### src/rtl/me_pkg.sv
// Shared widths, FSM encoding and constants for the block-matching motion estimator.
package me_pkg;

    typedef enum logic [1:0] {
        ST_IDLE,
        ST_RUN,
        ST_DRAIN,
        ST_DONE
    } state_t;

    // Wide enough for any SAD width; truncate to SAD_W at the point of use.
    localparam logic [63:0] SAD_MAX = '1;

    function automatic int unsigned sad_w(input int unsigned pix_w, input int unsigned blk);
        return pix_w + 2 * $clog2(blk);
    endfunction

    function automatic int unsigned mv_w(input int unsigned range);
        return $clog2(2 * range);
    endfunction

    function automatic int unsigned addr_r_w(input int unsigned blk);
        return 2 * $clog2(blk);
    endfunction

    function automatic int unsigned addr_s_w(input int unsigned stride);
        return 2 * $clog2(stride);
    endfunction

endpackage

### src/rtl/me_sad_acc.sv
// Absolute-difference accumulator: loads on the first pixel of a candidate, adds afterwards.
module me_sad_acc
    import me_pkg::*;
#(
    parameter int unsigned PIX_W = 8,
    parameter int unsigned BLK   = 16
) (
    input  logic                         clock,
    input  logic                         reset,
    input  logic                         valid,
    input  logic                         load,
    input  logic [PIX_W-1:0]             data_r,
    input  logic [PIX_W-1:0]             data_s,
    output logic [sad_w(PIX_W, BLK)-1:0] sum
);
    localparam int unsigned SAD_W = sad_w(PIX_W, BLK);

    logic [PIX_W-1:0] diff;

    always_comb begin
        diff = (data_r >= data_s) ? (data_r - data_s) : (data_s - data_r);
    end

    always_ff @(posedge clock) begin
        if (reset) begin
            sum <= '0;
        end else if (valid) begin
            sum <= load ? SAD_W'(diff) : (sum + SAD_W'(diff));
        end
    end

endmodule

### src/rtl/me_search_engine.sv
// Full-search block-matching motion estimator with start/busy/done handshake and early termination.
module me_search_engine
    import me_pkg::*;
#(
    parameter int unsigned PIX_W      = 8,
    parameter int unsigned BLK        = 16,
    parameter int unsigned RANGE      = 8,
    parameter int unsigned S_STRIDE   = 32,
    parameter int unsigned EARLY_TERM = 1
) (
    input  logic                          clock,
    input  logic                          reset,
    input  logic                          start,
    output logic                          busy,
    output logic                          done,
    output logic [sad_w(PIX_W, BLK)-1:0]  best_sad,
    output logic [mv_w(RANGE)-1:0]        motion_x,
    output logic [mv_w(RANGE)-1:0]        motion_y,
    output logic [addr_r_w(BLK)-1:0]      addr_r,
    input  logic [PIX_W-1:0]              data_r,
    output logic [addr_s_w(S_STRIDE)-1:0] addr_s,
    input  logic [PIX_W-1:0]              data_s
);
    localparam int unsigned SAD_W = sad_w(PIX_W, BLK);
    localparam int unsigned MV_W  = mv_w(RANGE);
    localparam int unsigned LB    = $clog2(BLK);
    localparam int unsigned LS    = $clog2(S_STRIDE);
    localparam int unsigned P     = 2 * RANGE;
    localparam int unsigned TAG_W = 2 * MV_W;

    state_t state, state_n;
    logic   drain_cnt, drain_cnt_n;

    logic [LB-1:0]   pix_i, pix_j, pix_i_n, pix_j_n;
    logic [MV_W-1:0] cand_x, cand_y, cand_x_n, cand_y_n;
    logic [LS-1:0]   row_n, col_n;

    logic             v_a, first_a, last_a, last_cand;
    logic [TAG_W-1:0] tag_a, tag_b, tag_c;
    logic             v_b, first_b, last_b, v_c, last_c;
    logic             abort_c, commit_c, kill_a, kill_b;

    logic [SAD_W-1:0] sum, best, best_n;
    logic [MV_W-1:0]  best_x, best_y, best_x_n, best_y_n;

    // Stage tags; a candidate's in-flight reads are dropped when it aborts.
    always_comb begin
        v_a       = (state == ST_RUN);
        first_a   = (pix_i == '0) && (pix_j == '0);
        last_a    = (pix_i == LB'(BLK - 1)) && (pix_j == LB'(BLK - 1));
        tag_a     = {cand_y, cand_x};
        last_cand = (cand_x == MV_W'(P - 1)) && (cand_y == MV_W'(P - 1));
        commit_c  = v_c && last_c && (sum < best);
        abort_c   = (EARLY_TERM != 0) && v_c && !last_c && (sum >= best);
        kill_a    = abort_c && v_a && (tag_a == tag_c);
        kill_b    = abort_c && v_b && (tag_b == tag_c);
    end

    always_comb begin
        state_n     = state;
        drain_cnt_n = drain_cnt;
        pix_i_n     = pix_i;
        pix_j_n     = pix_j;
        cand_x_n    = cand_x;
        cand_y_n    = cand_y;
        best_n      = best;
        best_x_n    = best_x;
        best_y_n    = best_y;
        if (commit_c) begin
            best_n   = sum;
            best_x_n = tag_c[MV_W-1:0];
            best_y_n = tag_c[TAG_W-1:MV_W];
        end
        case (state)
            ST_IDLE: begin
                if (start) begin
                    state_n  = ST_RUN;
                    pix_i_n  = '0;
                    pix_j_n  = '0;
                    cand_x_n = '0;
                    cand_y_n = '0;
                    best_n   = SAD_W'(SAD_MAX);
                    best_x_n = '0;
                    best_y_n = '0;
                end
            end
            ST_RUN: begin
                // Advance to the next candidate at its end or when it has been abandoned.
                if (last_a || kill_a) begin
                    pix_i_n = '0;
                    pix_j_n = '0;
                    if (last_cand) begin
                        state_n     = ST_DRAIN;
                        drain_cnt_n = 1'b0;
                        cand_x_n    = '0;
                        cand_y_n    = '0;
                    end else if (cand_x == MV_W'(P - 1)) begin
                        cand_x_n = '0;
                        cand_y_n = cand_y + 1'b1;
                    end else begin
                        cand_x_n = cand_x + 1'b1;
                    end
                end else if (pix_j == LB'(BLK - 1)) begin
                    pix_j_n = '0;
                    pix_i_n = pix_i + 1'b1;
                end else begin
                    pix_j_n = pix_j + 1'b1;
                end
            end
            ST_DRAIN: begin
                drain_cnt_n = 1'b1;
                if (drain_cnt) begin
                    state_n = ST_DONE;
                end
            end
            ST_DONE: begin
                state_n = ST_IDLE;
            end
            default: begin
                state_n = ST_IDLE;
            end
        endcase
        row_n = LS'(pix_i_n) + LS'(cand_y_n);
        col_n = LS'(pix_j_n) + LS'(cand_x_n);
    end

    always_ff @(posedge clock) begin
        if (reset) begin
            state     <= ST_IDLE;
            drain_cnt <= 1'b0;
        end else begin
            state     <= state_n;
            drain_cnt <= drain_cnt_n;
        end
    end

    always_ff @(posedge clock) begin
        if (reset) begin
            pix_i    <= '0;
            pix_j    <= '0;
            cand_x   <= '0;
            cand_y   <= '0;
            addr_s   <= '0;
            v_b      <= 1'b0;
            first_b  <= 1'b0;
            last_b   <= 1'b0;
            tag_b    <= '0;
            v_c      <= 1'b0;
            last_c   <= 1'b0;
            tag_c    <= '0;
            best     <= SAD_W'(SAD_MAX);
            best_x   <= '0;
            best_y   <= '0;
            busy     <= 1'b0;
            done     <= 1'b0;
            best_sad <= SAD_W'(SAD_MAX);
            motion_x <= '0;
            motion_y <= '0;
        end else begin
            pix_i   <= pix_i_n;
            pix_j   <= pix_j_n;
            cand_x  <= cand_x_n;
            cand_y  <= cand_y_n;
            addr_s  <= {row_n, col_n};
            v_b     <= v_a && !kill_a;
            first_b <= first_a;
            last_b  <= last_a;
            tag_b   <= tag_a;
            v_c     <= v_b && !kill_b;
            last_c  <= last_b;
            tag_c   <= tag_b;
            best    <= best_n;
            best_x  <= best_x_n;
            best_y  <= best_y_n;
            busy    <= (state_n == ST_RUN) || (state_n == ST_DRAIN);
            done    <= (state_n == ST_DONE);
            if (state_n == ST_DONE) begin
                best_sad <= best_n;
                motion_x <= best_x_n - MV_W'(RANGE);
                motion_y <= best_y_n - MV_W'(RANGE);
            end
        end
    end

    assign addr_r = {pix_i, pix_j};

    me_sad_acc #(
        .PIX_W (PIX_W),
        .BLK   (BLK)
    ) u_acc (
        .clock  (clock),
        .reset  (reset),
        .valid  (v_b && !kill_b),
        .load   (first_b),
        .data_r (data_r),
        .data_s (data_s),
        .sum    (sum)
    );

endmodule

### config.mk
export PLATFORM = sky130hd
export DESIGN_NAME = me_search_engine
export DESIGN_NICKNAME = d
export VERILOG_FILES = /design/src/rtl/me_pkg.sv /design/src/rtl/me_sad_acc.sv /design/src/rtl/me_search_engine.sv
export SDC_FILE = /design/constraint.sdc
export NUM_CORES = 1
export LEC_CHECK = 0
export ABC_AREA = 1
export CAP_MARGIN = 10
export CELL_PAD_IN_SITES_DETAIL_PLACEMENT = 0
export CELL_PAD_IN_SITES_GLOBAL_PLACEMENT = 1
export CORE_ASPECT_RATIO = 1.5
export CORE_UTILIZATION = 47
export CTS_BUF_LIST = sky130_fd_sc_hd__clkbuf_8
export DETAILED_ROUTE_END_ITERATION = 8
export GPL_TIMING_DRIVEN = 0
export PLACE_DENSITY = 0.85
export SLEW_MARGIN = 20
export SYNTH_ARGS = -nofsm -noshare
export SYNTH_HDL_FRONTEND = slang
export SYNTH_SLANG_ARGS = --single-unit
### constraint.sdc
create_clock -name clock -period 7.99 [get_ports clock]
set_clock_uncertainty 0.15 [all_clocks]
set_input_delay 0.799 -clock clock [delete_from_list [all_inputs] [get_ports clock]]
set_output_delay 0.799 -clock clock [all_outputs]
set_load 0.05 [all_outputs]
==> impl_metrics.py <==
metrics = {
    "finish": {
        "final_nets": 1092,
        "syn2layout_area_growth_pct": 18.56,
        "drive_gt1_share_pct": 7.617,
        "diodes": 0,
        "final_util_pct": 56.88,
        "stdcell_count": 1189,
    },
    "timing": {
        "clock.fmax_mhz": 249.8,
        "finalSetupViolCount": 0,
        "hold_viol": 0,
        "fin_crit_ps": 4003,
        "slew_viol_final": 0,
        "rsz0062_at_grt": "false",
        "worstMarginPinSlew_ps": 636.3,
        "fin_crit_sh_pct": 50.10,
        "whs_ps": 256.9,
        "relSlewSlack_pct": 57.58,
        "fin_setup_tns_ps": 0,
    },
    "synthesis": {
        "synth-seq-area-share_pct": 34.76,
        "synth_commonest_cells": "195 x nand2_1, 139 x inv_1, 116 x dfxtp_1, 86 x a21oi_1, 77 x nor2_1",
        "synthFlopType": "dfxtp_1",
        "yosys-top-cells-area": "dfxtp_1 35%, nand2_1 11%, ha_1 11%, inv_1 7.8%, a21oi_1 6.4%",
        "yosysTopAreaCellShare_pct": 34.76,
        "netlist_area_mm2": 0.006681,
        "synth_edf_count": 0,
        "ys_ff_latch": 116,
        "synthArstFlopShare_pct": 0,
        "synthMostInstantiatedCell": "nand2_1",
        "synth_largest_area_cell": "dfxtp_1",
        "postSynthCellCount": 931,
        "synth_cell_types": 43,
        "yosysWarnings": 0,
        "syn_area_per_cell_um2": 7.177,
        "syn-num-nets": 1012,
    },
    "detailed_routing": {
        "ant_nets": 0,
        "avgViaCountPerCell": 5.050,
        "drc": 0,
        "vias": 6004,
        "wl_per_cell_um": 13.82,
        "drt_pass1_iterations": 5,
        "drtIter0Drc": 211,
        "postRouteWirelength_um": 16430,
    },
    "min_path": {
        "whs_endpoint": "last_c",
        "hold_path_depth": 2,
        "min_path_type": "flip-flop to flip-flop",
        "hold_start": "last_b",
    },
    "clocking": {
        "htree_levels": 4,
        "cts_tree": "yes",
        "cts_sinks": 116,
        "clk_path_buf_depth": 2,
        "clock_latency_ps": 440,
        "cts_inserted_buffers": 17,
        "post_cts_buffers": 0,
        "clock-root-buffer": "clkbuf_8",
        "cts_resized": 0,
        "hold_buffers": 0,
        "clk_pin_slew_ps": 90,
    },
    "floorplanning": {
        "pin_count": 63,
        "die_area_mm2": 0.01471,
        "die_x_um": 99.35,
        "die_height_um": 148.0,
        "coreArea_mm2": 0.01393,
        "rows": 53,
        "initial_utilization_pct": 47.98,
    },
    "pwr": {
        "ir_drop_mv": 0.1817,
        "power.density_mw_per_mm2": 275.8,
        "leakagePower_nw": 3.791,
    },
    "place": {
        "globalplace.congestion": 0.8883,
        "io_buffers": 61,
        "placedCellCount": 1157,
        "post-dp-hpwl_um": 13240,
    },
    "critical_path": {
        "crit_fanout": 4,
        "rr_startpoint": "u_acc.sum[11]",
        "startpoint_type": "primary input",
        "crit_slowest_cell": "clkdlybuf4s50_1",
        "endpoint_kind": "flip-flop",
        "rr_endpoint": "best_sad[11]",
        "path_common_cell": "nand2_1",
        "worst-setup-path-type": "primary input to flip-flop",
        "worstRegToRegCells": 20,
        "slowest_delay_ps": 480,
        "crit_chain": "clkdlybuf4s50_1 > ha_1 > inv_1 > fa_1 > nand2_1 > nand2_1 > a21oi_1 > o21ai_0 > xor2_1 > nand2_1 > nand2_1 > inv_1 > ha_1 > nand2_1 > nor2_1 > nand3_1 > a31oi_1 > nand3_1 > o21ai_0 > nor2_1",
        "r2r_slack_ps": 4660,
        "cp_data_arrival_time_ps": 4190,
        "cp.required_ps": 8180,
    },
    "grt": {
        "grt_first_pass_wirelength_um": 27610,
        "antenna_found_initial": 0,
        "grt_remaining_overflow": 0,
        "groute.usage.overall_pct": 23.80,
        "grt_pass1_vias": 5914,
        "grt_max_degree": 17,
    },
    "outcome": {
        "status": "completed",
    },
    "run": {
        "maxCapViolCount": 0,
    },
}
logic make-up after synthesis:
kind of cell	Yosys count	share of synthesized area (%)
fa+ha+maj	62	12.17
simple gates	354	22.79
xor+xnor	28	3.783
buf+inv	183	10.81
flops	116	34.76
compound gates	188	15.69
through the flow:
stage | instance area, um^2 | worst slack, ps | power, mW
2_1_floorplan | 6681 | 4375 | 1.348
3_3_place_gp | 7498 | 3511 | 1.630
3_5_place_dp | 7498 | 3522 | 1.632
4_1_cts | 7921 | 3996 | 2.207
5_1_grt | 7921 | 3650 | 2.327
6_report | 7921 | 3987 | 2.185
state kept, by name, summed over array words and instances (netlist names), 2 cells and up:
register   count
pix_j          4
pix_i          4
best_sad      16
motion_x       4
cand_x         4
best_y         4
best_x         4
cand_y         4
state          2
motion_y       4
u_acc.sum     16
tag_c          8
best          16
tag_b          8
addr_s        10
cell type report:
type                            count  area [um^2]
Timing Repair Buffer               61        610.6
Buffer                             30        145.1
Sequential cell                   116         2322
Clock buffer                       17        234.0
Fill cell                        1445         6005
Tap cell                          165        206.4
Clock inverter                     15        188.9
Multi-Input combinational cell    632         3637
Inverter                          153        576.8
placed cells by master, fill, tap and decap left out, types with 12 or more instances in the layout:
cell             synthesis  layout
xor2_1                  14      14
xnor2_1                 13      13
nand3_1                 32      32
ha_1                    57      57
clkbuf_8                 0      17
nand4_1                 12      12
nor2_1                  77      77
clkdlybuf4s50_1          0      61
o21ai_1                 18      18
o21ai_0                 43      43
o211ai_1                18      18
dfxtp_1                116     116
inv_1                  139     139
nand2_1                195     195
or2_1                   12      12
a21oi_1                 86      86
clkbuf_1                21      21
worst max-delay path: cells and delay by family:
family / cells / cell delay, ps
compound gates: 4 / 810
xor+xnor: 1 / 160
fa+ha+maj: 3 / 930
buf+inv: 3 / 600
simple gates: 9 / 870
metal layers:
layer / vias to the layer above / track usage (%) / part of all wire (%) / routed length (um)
met4: 0 / 7.868 / 1.9 / 320
met5: - / 0 / 0 / 0
li1: 3142 / - / - / -
met2: 79 / 46.94 / 56 / 9187
met3: 20 / 3.924 / 2.6 / 421
met1: 2763 / 24.94 / 40 / 6500
report_power, final:
group	switching, mW	internal [mW]	total, mW
clock network	0.281	0.292	0.573
logic	0.602	0.282	0.884
registers	0.0614	0.666	0.728
worst max-delay path by stage:
stage / from / endpoint / cells past startpoint
final: data_r[0] / u_acc.sum[15] / 20
after floorplan: data_r[0] / u_acc.sum[15] / 20
after global placement: data_r[0] / u_acc.sum[15] / 20
after global routing: data_r[0] / u_acc.sum[7] / 20
after CTS: data_r[0] / u_acc.sum[15] / 20
after detailed placement: data_s[0] / u_acc.sum[15] / 21
No activity file was read; power rests on OpenSTA's default activity.
